`config.mk`:
```
export PLATFORM = sky130hd
export DESIGN_NAME = comp_div
export DESIGN_NICKNAME = d
export VERILOG_FILES = /design/src/rtl/comp_div.sv
export SDC_FILE = /design/constraint.sdc
export NUM_CORES = 1
export LEC_CHECK = 0
export ABC_CLOCK_PERIOD_IN_PS = 2500
export CORE_MARGIN = 10
export CORE_UTILIZATION = 60
export DETAILED_ROUTE_END_ITERATION = 8
export DONT_BUFFER_PORTS = 1
export PLACE_DENSITY_LB_ADDON = 0.12
export RECOVER_POWER = 100
export SETUP_SLACK_MARGIN = 0.02
export SLEW_MARGIN = 15
export SYNTH_ARGS = -nofsm -noshare
export SYNTH_HDL_FRONTEND = slang
export SYNTH_SLANG_ARGS = --single-unit
```
`constraint.sdc`:
```
create_clock -name clk -period 2.5 [get_ports clk]
set_input_delay 0.25 -clock clk [delete_from_list [all_inputs] [get_ports clk]]
set_output_delay 0.25 -clock clk [all_outputs]
set_load 0.02 [all_outputs]
```
`src/rtl/comp_div.sv`:
```
`default_nettype none
// ============================================================================
// Module      : comp_div
// Description : Sequential unsigned restoring divider. Divides a 2*p_size-bit
//               dividend by a p_size-bit divisor, one quotient bit per clock,
//               using the same ena/dv handshake as the comp multiplier.
// Revision    : 1.0 - initial release
// ============================================================================
module comp_div #(
    parameter int p_size = 12
) (
    input  logic                  clk,
    input  logic                  rst,
    input  logic [2*p_size-1:0]   i_param,
    input  logic [p_size-1:0]     i_param_2,
    input  logic                  ena,
    output logic [2*p_size-1:0]   o_param,
    output logic [p_size-1:0]     o_param_2,
    output logic                  dv,
    output logic                  busy,
    output logic                  dz
);

    localparam int C_W     = 2 * p_size;
    localparam int C_CNT_W = $clog2(C_W);
    localparam logic [C_CNT_W-1:0] C_LAST = C_CNT_W'(C_W - 1);

    typedef enum logic [0:0] {
        IDLE = 1'b0,
        RUN  = 1'b1
    } state_t;

    state_t              state_q,     state_d;
    logic [C_CNT_W-1:0]  cnt_q,       cnt_d;
    logic [p_size:0]     rem_q,       rem_d;
    logic [C_W-1:0]      dvd_q,       dvd_d;
    logic [p_size-1:0]   dsr_q,       dsr_d;
    logic [p_size-1:0]   lo_q,        lo_d;
    logic                zero_q,      zero_d;
    logic [C_W-1:0]      o_param_q,   o_param_d;
    logic [p_size-1:0]   o_param_2_q, o_param_2_d;
    logic                dv_q,        dv_d;
    logic                busy_q,      busy_d;
    logic                dz_q,        dz_d;

    // One bit wider than the partial remainder so the sign of the trial
    // difference is the quotient-bit decision.
    logic [p_size+1:0]   rem_shift;
    logic [p_size+1:0]   trial;
    logic                q_bit;
    logic [p_size:0]     rem_next;
    logic [C_W-1:0]      dvd_next;

    // Next-state logic: capture in IDLE, one shift-subtract step per RUN cycle
    always_comb begin
        state_d     = state_q;
        cnt_d       = cnt_q;
        rem_d       = rem_q;
        dvd_d       = dvd_q;
        dsr_d       = dsr_q;
        lo_d        = lo_q;
        zero_d      = zero_q;
        o_param_d   = o_param_q;
        o_param_2_d = o_param_2_q;
        dv_d        = 1'b0;
        busy_d      = busy_q;
        dz_d        = dz_q;

        rem_shift = {rem_q, dvd_q[C_W-1]};
        trial     = rem_shift - {2'b00, dsr_q};
        q_bit     = ~trial[p_size+1];
        rem_next  = q_bit ? trial[p_size:0] : rem_shift[p_size:0];
        // Quotient bits fill the dividend LSBs as they are vacated.
        dvd_next  = {dvd_q[C_W-2:0], q_bit};

        case (state_q)
            IDLE: begin
                if (ena) begin
                    dvd_d   = i_param;
                    dsr_d   = i_param_2;
                    lo_d    = i_param[p_size-1:0];
                    rem_d   = '0;
                    cnt_d   = C_LAST;
                    zero_d  = (i_param_2 == '0);
                    busy_d  = 1'b1;
                    state_d = RUN;
                end
            end
            RUN: begin
                rem_d = rem_next;
                dvd_d = dvd_next;
                if (cnt_q == '0) begin
                    // Divide by zero still runs full length; results are forced.
                    o_param_d   = zero_q ? '1   : dvd_next;
                    o_param_2_d = zero_q ? lo_q : rem_next[p_size-1:0];
                    dz_d        = zero_q;
                    dv_d        = 1'b1;
                    busy_d      = 1'b0;
                    state_d     = IDLE;
                end else begin
                    cnt_d = cnt_q - C_CNT_W'(1);
                end
            end
            default: state_d = IDLE;
        endcase
    end

    // State and output registers with synchronous active-low reset
    always_ff @(posedge clk) begin
        if (!rst) begin
            state_q     <= IDLE;
            cnt_q       <= '0;
            rem_q       <= '0;
            dvd_q       <= '0;
            dsr_q       <= '0;
            lo_q        <= '0;
            zero_q      <= 1'b0;
            o_param_q   <= '0;
            o_param_2_q <= '0;
            dv_q        <= 1'b0;
            busy_q      <= 1'b0;
            dz_q        <= 1'b0;
        end else begin
            state_q     <= state_d;
            cnt_q       <= cnt_d;
            rem_q       <= rem_d;
            dvd_q       <= dvd_d;
            dsr_q       <= dsr_d;
            lo_q        <= lo_d;
            zero_q      <= zero_d;
            o_param_q   <= o_param_d;
            o_param_2_q <= o_param_2_d;
            dv_q        <= dv_d;
            busy_q      <= busy_d;
            dz_q        <= dz_d;
        end
    end

    assign o_param   = o_param_q;
    assign o_param_2 = o_param_2_q;
    assign dv        = dv_q;
    assign busy      = busy_q;
    assign dz        = dz_q;

endmodule
`default_nettype wire
```
After elaboration in Yosys (flattened, before gate mapping)
Cells that the tools add are included.
{"block": "word_totals", "ff_bits": 107, "in_bits": 39, "elab_cells": 43}
{"block": "classes", "n_addsub": 2, "eq_ne": 3, "muxes": 17, "bitwise_logic": 2, "reduce_logical": 7}
{"op": "$mux 24", "n": 2}
{"op": "$pmux 24 s2", "n": 1}
{"op": "$mux 13", "n": 2}
{"op": "$pmux 13 s2", "n": 1}
{"op": "$sub 14x12->14", "n": 1}
{"op": "$logic_not 12->1", "n": 1}
{"op": "$mux 12", "n": 1}
{"op": "$mux 5", "n": 2}
{"op": "$pmux 5 s2", "n": 1}
{"op": "$reduce_and 2->1", "n": 5}
{"op": "$logic_not 5->1", "n": 1}
{"op": "$mux 1", "n": 5}
{"op": "$sub 5x1->5 const B", "n": 1}
{"op": "$ne 2x2->1 const B", "n": 2}
{"op": "$pmux 1 s2", "n": 2}
{"op": "$ne 2x1->1 const B", "n": 1}
{"op": "$not 1->1", "n": 2}

Logic depth before layout (Yosys ltp)
Gate-level depths: netlist (run 1).
{"block": "depth", "ltp_word": 3, "mapped_depth": 11, "ltp_nobuf": 11}

Worst setup path before layout (run 1)
No wires, ideal clock.
{"block": "synth_path", "kind": "reg2reg", "startpoint": "reg dvd_q[23]", "endpoint": "reg o_param_2_q[10] (netlist: o_param_2[10])", "setup_ns": 0.137, "arrival_time_ns": 2.047, "t_required_ns": 2.363, "setup_slack_ns": 0.316, "stages_incl_launch_ff": 12, "path_buffers": 0, "period_less_slack_ns": 2.184, "path_cell_list": "dfxtp_1 inv_1 ha_1 inv_1 fa_1 a21o_1 a221oi_2 a21oi_1 o22ai_1 xnor2_1 mux2i_1 o22ai_1"}
{"block": "synth_via", "elab_chain_len": 3}
{"element": "start: declaration", "line_no": "36", "source": "logic [C_W-1:0] dvd_q, dvd_d;"}
{"element": "start signal: assignment", "line_no": "127", "source": "dvd_q <= dvd_d;"}
{"element": "$sub 14x12->14", "line_no": "70", "source": "trial = rem_shift - {2'b00, dsr_q};"}
{"element": "$mux 13", "line_no": "72", "source": "rem_next = q_bit ? trial[p_size:0] : rem_shift[p_size:0];"}
{"element": "$mux 12", "line_no": "95", "source": "o_param_2_d = zero_q ? lo_q : rem_next[p_size-1:0];"}
{"element": "end signal: assignment", "line_no": "132", "source": "o_param_2_q <= o_param_2_d;"}
{"element": "end: declaration", "line_no": "41", "source": "logic [p_size-1:0] o_param_2_q, o_param_2_d;"}
No other way between the ends.
A chain may end at the register's enable or synchronous reset.

Final worst setup path (run 1)
{"block": "layout_path", "startpoint": "reg dsr_q[6]", "endpoint": "reg o_param_2_q[5] (netlist: o_param_2[5])"}
{"block": "layout_via", "elab_chain_len": 3}
{"element": "start: declaration", "line_no": "37", "source": "logic [p_size-1:0] dsr_q, dsr_d;"}
{"element": "start signal: assignment", "line_no": "128", "source": "dsr_q <= dsr_d;"}
{"element": "$sub 14x12->14", "line_no": "70"}
{"element": "$mux 13", "line_no": "72"}
{"element": "$mux 12", "line_no": "95"}
No other way between the ends.

==> results.md, run 1 <==
* RSZ-0062 raised after global routing: yes
* Worst vdd ir at 704 µV
* Met2 wire length at 6490 µm
* Top cells by area, synth: dfxtp_1 44%, a21oi_1 7.3%, nor2_1 6.5%
* Initial antenna violation count at 0
* Kind of critical path: register to register
* Gr usage total at 0.208
* Max Slew Vio Count at 0
* HPWL Detailed at 8840 µm
* Crit path required time at about 2.8 ns
* Fmax at between 0.4 and 0.5 GHz
* Vias in the first global route at 4075
* Worst Setup End Kind: register
* Port bufs at 0
* Drt total wl at around 13000 µm
* Final GP Congestion at between 0.8 and 0.9
* First-pass GRT wire length at 20100 µm
* Cell variety after synth at 50
* Synth top cells by count: 107 x dfxtp_1, 85 x nor2_1, 80 x nand2_1, 71 x a21oi_1, 54 x nor3_1
* Largest net degree at the start of global routing at slightly below 80
* Synth Instances at between 600 and 700
* Synth warn at 0
* Final Hold Fails at 0
* Final min period at between 2 and 2.5 ns
* Most used DFF post-synth: dfxtp_1
* Fin nets at 667
* Seq cells post-synth at 107
* Post-Route M1 WL at 5110 µm
* Startpoint types: register
* DR pass1 iterations at 5
* Die outline height at 110 µm
* Syn Area/Cell at 7.96 µm²
* Post-synth EDFFs at 0
* Yosys top cell area share at 0.437
* Area grow syn2layout at 9.79%
* H-tree depth at 3
* Layout cells sized above 1 at 0.0827
* Top Layer Used: met4
* Die ar. at 0.0122 mm²
* Clock skew at 0.0117 ns
* Core area at 0.00785 mm²
* Worst Hold Slack at 0.00887 ns
* Least-Margin Pin Slew at 1.25 ns
* Synthesized Nets at 669
* DR vias at around 4300
* Num ports at 78
* Clock root cell: clkbuf_8
* Crit path max fanout at 8
* Ant. Diodes at 0
* Met3 routed WL at 930 µm
* Die W at 110 µm
* Async S/R FF share, synth at 0
* Num Clock Sinks at 107
* Max cap viols at 0
* Worst Path Arrival at 2.67 ns
* HP Class: input pin to register
* Vias per cell at 5.94
* Iter 0 DRT Violations at 320
* Outcome: finished, final reports clean
* ANT nets after route at 0
* Storage element area at 0.00214 mm²
* Top cell type by total area after synthesis: dfxtp_1
* Fill cell count at 679
* DR WL/cell at 17.7 µm
* Relative slew margins at 0.167
* Count leader, synth: dfxtp_1
* PwrDens at approximately 1200 mW/mm²
* Grt total ovfl at 0
* Total CTS buffers at 9
* CTS Buffer Depth at 2
* Area of the multi-input gates at 0.00257 mm²
* Drc violations at 0
* Mapped Area at 0.00490 mm²
* CTS clk-pin slew, worst paths at 0.10 ns
* Std cell rows at 32
* Worst skew pair latency at 0.37 ns
* Post-route clock period utilization at 0.952
* Leak at around 2.1 nW
* Setup TNS at 0 ns
* Register area share after synthesis at 0.437
* TritonCTS clock tree: done
* Count of final setup violators at 0
* Initial core utilization at 0.624
cell type report:
| cell class | instances | area share |
|---|---|---|
| Multi-Input combinational cell | 443 | 0.479 |
| Sequential cell | 107 | 0.399 |
| Timing Repair Buffer | 29 | 0.0447 |
| Tap cell | 102 | 0.0237 |
| Clock buffer | 9 | 0.0230 |
| Inverter | 23 | 0.0161 |
| Clock inverter | 6 | 0.0147 |
worst max-delay path, cell delays in order, from the launching register on:
cell	delay, ns
dfxtp_2	0.33
inv_1	0.05
ha_2	0.29
a21oi_2	0.17
o211ai_1	0.19
a211o_1	0.39
a211o_1	0.27
buf_4	0.17
o31a_1	0.30
o22ai_1	0.13
where the power goes:
group / total (mW) / switching, mW / internal [mW]
logic: 2.98 / 1.60 / 1.38
registers: 2.18 / 0.271 / 1.91
clock network: 1.11 / 0.631 / 0.483
registers in the layout (all words and copies together) (netlist names), 5 cells and up:
signal,cells
dvd_q,24
o_param,24
rem_q,13
dsr_q,12
lo_q,12
o_param_2,12
cnt_q,5
metal layers:
layer  global-route usage  vias up
met5                    0        -
met1                0.239     2032
li1                     -     2107
met2                0.358      113
met4               0.0569        0
met3               0.0714       19
path summary, 6_finish.rpt:
check	from	endpoint	slack, ns	cells past startpoint
min	i_param_2[2]	dsr_q[2]	0.009	2
max reg2reg	dsr_q[6]	o_param_2[5]	0.12	9
min reg2reg	lo_q[1]	lo_q[1]	0.46	2
max	dsr_q[6]	o_param_2[5]	0.12	9
cell usage in the layout (no fill, tap or decap), types with 4 or more instances in the layout:
cell type / instances
nand3_1: 7
o21ai_1: 10
o22ai_1: 9
buf_4: 10
xnor2_1: 5
dlygate4sd3_1: 13
nor2_1: 85
mux2i_1: 23
a21o_1: 4
nand2_1: 80
clkbuf_2: 4
o21ai_0: 10
nor3_1: 54
and3_1: 12
a21oi_1: 71
clkbuf_8: 9
dfxtp_1: 105
ha_1: 10
a211oi_1: 6
xor2_1: 5
inv_1: 22
through the flow:
stage / util / area [µm²] / setup slack (ns) / std cells / power, mW
3_3_place_gp: 0.633 / 4970 / 0.176 / 690 / 4.75
6_report: 0.685 / 5380 / 0.120 / 719 / 6.28
3_5_place_dp: 0.633 / 4970 / 0.145 / 690 / 4.81
2_1_floorplan: - / 4900 / 0.316 / 615 / 4.23
5_1_grt: 0.685 / 5380 / 0.0125 / 719 / 6.67
4_1_cts: 0.676 / 5300 / 0.128 / 718 / 5.94
timing repair:
| action | CTS | global route |
|---|---|---|
| gates resized for setup | 0 | 17 |
| hold buffers | 13 | 0 |
| setup endpoints to repair | 0 | 24 |
| endpoints found under the hold margin | 13 | 0 |
| setup buffers | 0 | 1 |
cell families after synthesis:
family / after synthesis / share of synthesized area
compound gates: 139 / 0.173
xor+xnor: 10 / 0.0179
fa+ha+maj: 15 / 0.0399
buf+inv: 65 / 0.0531
flops: 107 / 0.437
mux: 26 / 0.0531
simple gates: 253 / 0.225
Power figures use the tool's default switching activity.
==> inputs of run 2 (changes only) <==
--- a/config.mk
+++ b/config.mk
@@ -5,7 +5,7 @@
 export SDC_FILE = /design/constraint.sdc
 export NUM_CORES = 1
 export LEC_CHECK = 0
-export ABC_CLOCK_PERIOD_IN_PS = 2500
+export ABC_CLOCK_PERIOD_IN_PS = 3000
 export CORE_MARGIN = 10
 export CORE_UTILIZATION = 60
 export DETAILED_ROUTE_END_ITERATION = 8
@@ -17,3 +17,4 @@
 export SYNTH_ARGS = -nofsm -noshare
 export SYNTH_HDL_FRONTEND = slang
 export SYNTH_SLANG_ARGS = --single-unit
+export TNS_END_PERCENT = 30
==> constraint.sdc (replaced) <==
create_clock -name clk -period 3 [get_ports clk]
set_input_delay 0.3 -clock clk [delete_from_list [all_inputs] [get_ports clk]]
set_output_delay 0.3 -clock clk [all_outputs]
set_load 0.02 [all_outputs]
==> run 2 against run 1 <==
Effect of this change: cell area shrank 4.9%; worst hold slack gained 0.034 ns; utilization shrank 3.4 points; sequential cell count is the same; clock skew shrank 0.0038 ns; non-clock buffer count shrank 19; die area is the same; combinational power shrank 34%; sequential share of layout area grew 2.0 points; critical endpoint is now rem_q[6]; largest power group unchanged.
==> results.md, run 2 (synthesized netlist as in run 1, its figures left out) <==
* Clock root cell: clkbuf_8
* CTS clk-pin slew, worst paths at 0.10 ns
* Drt total wl at between 10000 and 15000 µm
* Post-route clock period utilization at 0.913
* Core area at 0.00785 mm²
* Flop2flop setup slack at ~0.26 ns
* Count of final setup violators at 0
* Total CTS buffers at 9
* Vias per cell at just under 6
* H-tree depth at 3
* Final GP Congestion at 0.880
* Port bufs at 0
* RSZ-0062 raised after global routing: no
* Worst Path Arrival at around 3.0 ns
* Pwr Total at 4.71 mW
* ANT nets after route at 0
* Num ports at 78
* Fmax at 0.365 GHz
* Hold path start: ena
* DR pass1 iterations at 5
* Final Cell Area at 0.00511 mm²
* Kind of critical path: register to register
* Worst path slowest cell: a211oi_2
* Fill cell count at 734
* WHS Endpoint: state_q
* Met1 GRT Util at 0.253
* Ant. Diodes at 0
* Gr usage total at 0.207
* Most frequent cells in the layout: 107 x dfxtp_1, 85 x nor2_1, 80 x nand2_1
* Post-CTS sizing at 0
* Die ar. at 0.0122 mm²
* Drc violations at 0
* Crit path required time at 3.29 ns
* DR WL/cell at 17.6 µm
* Largest net degree at the start of global routing at 55
* Setup TNS at 0 ns
* TritonCTS clock tree: done
* Worst vdd ir at ~480 µV
* Die W at between 100 and 150 µm
* Least-Margin Pin Slew at 1.23 ns
* Grt total ovfl at 0
* Relative slew margins at 0.176
* Iter 0 DRT Violations at 206
* Most used routing layer: met2
* Worst R2R Start: dsr_q[4]
* Num Clock Sinks at 107
* Post-CTS Setup Repair Bufs at 0
* Fin nets at roughly 650
* HP Class: input pin to register
* Crit path max fanout at 9
* Initial core utilization at 0.624
* DR vias at 4159
* Worst Hold Slack at 0.0428 ns
* Placed cell areas at approximately 0.0049 mm²
* Clock skew at 0.00793 ns
* Outcome: finished, final reports clean
* CTS Buffer Depth at 2
* Final min period at 2.74 ns
* Final Core Density at 0.651
* Leak at 2.04 nW
* First-pass GRT wire length at ~20000 µm
* R2R depth at 8
* CP dominant cell by count: o21ai_0
* Crit. Startpoint: dsr_q[4]
* Initial antenna violation count at 0
* GR Util met2 at 0.343
* Max Slew Vio Count at 0
* Commonest non-fill, non-tap cell in the layout: dfxtp_1
* Critical path's largest stage delay at 0.69 ns
* GR Util met3 at 0.0638
* Max cap viols at 0
* Die outline height at 110 µm
* Reg2reg end: rem_q[6]
* Layout cells sized above 1 at 0.0551
* Area grow syn2layout at 4.37%
* Critical path cell sequence: inv_1 -> ha_1 -> a21o_1 -> a31oi_2 -> a211oi_1 -> a211oi_2 -> o21ai_0 -> o21ai_0
* PwrDens at 922 mW/mm²
* Final Hold Fails at 0
* Worst Setup End Kind: register
* Startpoint types: register
* Worst hold path depth at 2
* Worst skew pair latency at ~0.37 ns
* HPWL Detailed at around 8800 µm
* Hold_buf cts at 0
* Vias in the first global route at 4004
* Std cell rows at 32
==> run 2: changes by cell type in the layout (fill, tap and decap cells not counted), moves of 3 or more <==
cell,previous run,this run
o21ai_0,10,18
mux2i_1,23,26
dlygate4sd3_1,13,0
ha_1,10,14
buf_4,10,6
clkbuf_2,4,1
o21ai_1,10,2
==> run 2: worst max path at each step <==
stage	to	slack, ns	cells past startpoint
2_1_floorplan	o_param_2[10]	0.82	11
3_3_place_gp	o_param_2[10]	0.40	11
3_5_place_dp	rem_q[2]	0.38	9
4_1_cts	rem_q[2]	0.36	9
5_1_grt	rem_q[6]	0.09	8
6_report	rem_q[6]	0.26	8
==> run 2: power by group <==
group          switching [mW]  total, mW  internal [mW]
combinational            1.22       1.97          0.754
clock                   0.515      0.933          0.418
sequential              0.213       1.81           1.59
==> run 2: per-layer routing <==
metal | share of wire | vias up
met4 | 0.012 | 0
met3 | 0.081 | 16
met2 | 0.50 | 127
li1 | - | 2064
met1 | 0.41 | 1952
met5 | 0 | -
==> run 2: final cells by class <==
type	instances	area, µm²	area share
clock buffer	10	138	0.0269
clock inverter	6	71.3	0.0140
tap	102	128	0.0250
sequential	107	2140	0.419
timing repair buffer	10	61.3	0.0120
multi-input combinational	443	2480	0.486
inverter	23	86.3	0.0169
==> run 2: worst max-delay path: cells and delay by family, from the launching register on <==
kind	cells	cell delay [ns]
DFF	1	0.35
buffers and inverters	1	0.05
adders and majority gates	1	0.35
AOI/OAI and AO/OA	6	1.90
==> run 2: through the flow <==
stage | setup WS [ns] | cells
after global placement | 0.398 | 685
final | 0.261 | 701
after global routing | 0.0904 | 701
after floorplan | 0.816 | 615
after CTS | 0.364 | 701
after detailed placement | 0.380 | 685
==> inputs of run 3 (changes only) <==
--- a/config.mk
+++ b/config.mk
@@ -6,8 +6,11 @@
 export NUM_CORES = 1
 export LEC_CHECK = 0
 export ABC_CLOCK_PERIOD_IN_PS = 3000
+export CELL_PAD_IN_SITES_DETAIL_PLACEMENT = 0
+export CELL_PAD_IN_SITES_GLOBAL_PLACEMENT = 2
 export CORE_MARGIN = 10
-export CORE_UTILIZATION = 60
+export CORE_UTILIZATION = 40
+export CTS_CLUSTER_SIZE = 30
 export DETAILED_ROUTE_END_ITERATION = 8
 export DONT_BUFFER_PORTS = 1
 export PLACE_DENSITY_LB_ADDON = 0.12
==> run 3 against run 2 <==
Effect of this change: combinational power is essentially flat; first-iteration DRC count grew 26%; clock skew is essentially flat; critical path depth grew 1; clock power grew 25%; non-clock buffer count grew 1; sequential cell count is the same; total power grew 5.4%; via count shrank 2.3%; critical endpoint is now o_param_2[1]; largest cell class unchanged.
==> results.md, run 3 (synthesized netlist as in run 1, its figures left out) <==
* Worst path slowest cell: a211oi_4
* Startpoint types: register
* Worst Setup End Kind: register
* Hold_buf cts at 0
* Outcome: finished, final reports clean
* ANT nets after route at 0
* Relative slew margins at 0.369
* Worst Path Arrival at 2.92 ns
* Initial antenna violation count at 0
* Die outline height at 131 µm
* Post-route clock period utilization at 0.899
* Placed cells at 731
* Post-CTS Setup Repair Bufs at 0
* Port bufs at 0
* HPWL Detailed at between 9000 and 10000 µm
* Max cap viols at 0
* Core area at 0.0120 mm²
* Total CTS buffers at 9
* Critical path cell sequence: inv_1 -> ha_1 -> a21o_1 -> a31oi_1 -> a211oi_1 -> a211oi_4 -> clkbuf_1 -> mux2i_1 -> o22ai_1
* Die ar. at 0.0171 mm²
* H-tree depth at 3
* Fmax at around 0.37 GHz
* Num ports at 78
* Setup TNS at 0 ns
* Fin nets at 649
* Met3 routed WL at 1020 µm
* Final GP Congestion at 0.811
* P_int at 3.00 mW
* Pwr Total at 4.96 mW
* PwrDens at 943 mW/mm²
* Least-Margin Pin Slew at 0.947 ns
* Worst vdd ir at between 300 and 400 µV
* Worst path buffer plus inverter count at 2
* HP Class: input pin to register
* Initial core utilization at 0.408
* Drc violations at 0
* CTS Buffer Depth at 2
* Vias per cell at 5.44
* Ant. Diodes at 0
* Worst skew pair latency at 0.35 ns
* Critical path's largest stage delay at 0.37 ns
* Most frequent cells in the layout: 107 x dfxtp_1, 85 x nor2_1, 80 x nand2_1
* Post-CTS sizing at 0
* Seq pwr share at 0.366
* Layout cells sized above 1 at 0.0567
* Kind of critical path: register to register
* R2R depth at 9
* Die W at approximately 130 µm
* DR pass1 iterations at 4
* Switch Pwr at around 2.0 mW
* Largest net degree at the start of global routing at 57
* Crit path required time at approximately 3.2 ns
* First-pass GRT wire length at approximately 22000 µm
* CP Depth at 9
* Commonest non-fill, non-tap cell in the layout: dfxtp_1
* Count of final setup violators at 0
* Gr usage total at 0.168
* Logic pwr share at 0.398
* DR vias at roughly 4100
* Num Clock Sinks at 107
* Post-Route M1 WL at 5660 µm
* Hold path start: i_param[4]
* Crit. Startpoint: dsr_q[4]
* Final Hold Fails at 0
* Clock root cell: clkbuf_16
* Area grow syn2layout at 7.54%
* Switching share of power at 0.396
* Top Family by Delay on Critical Path: compound AO/OA/AOI/OAI gates
* Vias in the first global route at 4041
* Clock share of power at 0.237
* Post-route insts no fill at 747
* TritonCTS clock tree: done
* Final min period at 2.70 ns
* Iter 0 DRT Violations at 260
* Std cell rows at 40
* Leak at about 2.1 nW
* Top Layer Used: met4
* Max Slew Vio Count at 0
* CTS clk-pin slew, worst paths at 0.07 ns
* Met2 wire length at about 7000 µm
* Drt total wl at 13800 µm
* RSZ-0062 raised after global routing: no
* Worst R2R Start: dsr_q[4]
* Clock skew at 0.00819 ns
* Worst hold path depth at 2
* DR WL/cell at between 15 and 20 µm
* Grt total ovfl at 0
* Crit path max fanout at 6
[run 3: cell type report]
type,count,area [µm²]
Clock inverter,5,42.5
Multi-Input combinational cell,443,2490
Fill cell,1235,6750
Sequential cell,107,2140
Inverter,23,86.3
Timing Repair Buffer,11,72.6
Tap cell,147,184
Clock buffer,11,253
[run 3: stage by stage]
stage / setup slack (ns) / hold WS (ns) / utilization / area [µm²]
6_report: 0.303 / 0.0709 / 0.438 / 5270
3_5_place_dp: 0.321 / 0.429 / 0.416 / 5000
5_1_grt: 0.0569 / 0.0580 / 0.438 / 5270
3_3_place_gp: 0.330 / 0.426 / 0.416 / 5000
4_1_cts: 0.296 / 0.0573 / 0.441 / 5290
2_1_floorplan: 0.816 / 0.431 / - / 4900
[run 3: path summary, 6_finish.rpt]
check	endpoint	slack, ns
hold reg to reg	lo_q[1]	0.45
setup reg to reg	o_param_2[1]	0.30
hold / removal	lo_q[4]	0.07
setup / recovery	o_param_2[1]	0.30
[run 3: power by group through the flow]
stage	registers [mW]	logic, mW	clock network (mW)
after floorplan	1.78	1.74	0
after global placement	1.86	2.02	0
after detailed placement	1.85	2.04	0
after CTS	1.82	2.05	1.22
after global routing	1.85	2.21	1.28
final	1.82	1.97	1.17
[run 3: layer usage]
layer  up-vias  track usage
met5         -            0
li1       2069            -
met3        15       0.0705
met1      1891        0.193
met2        88        0.283
met4         0       0.0419
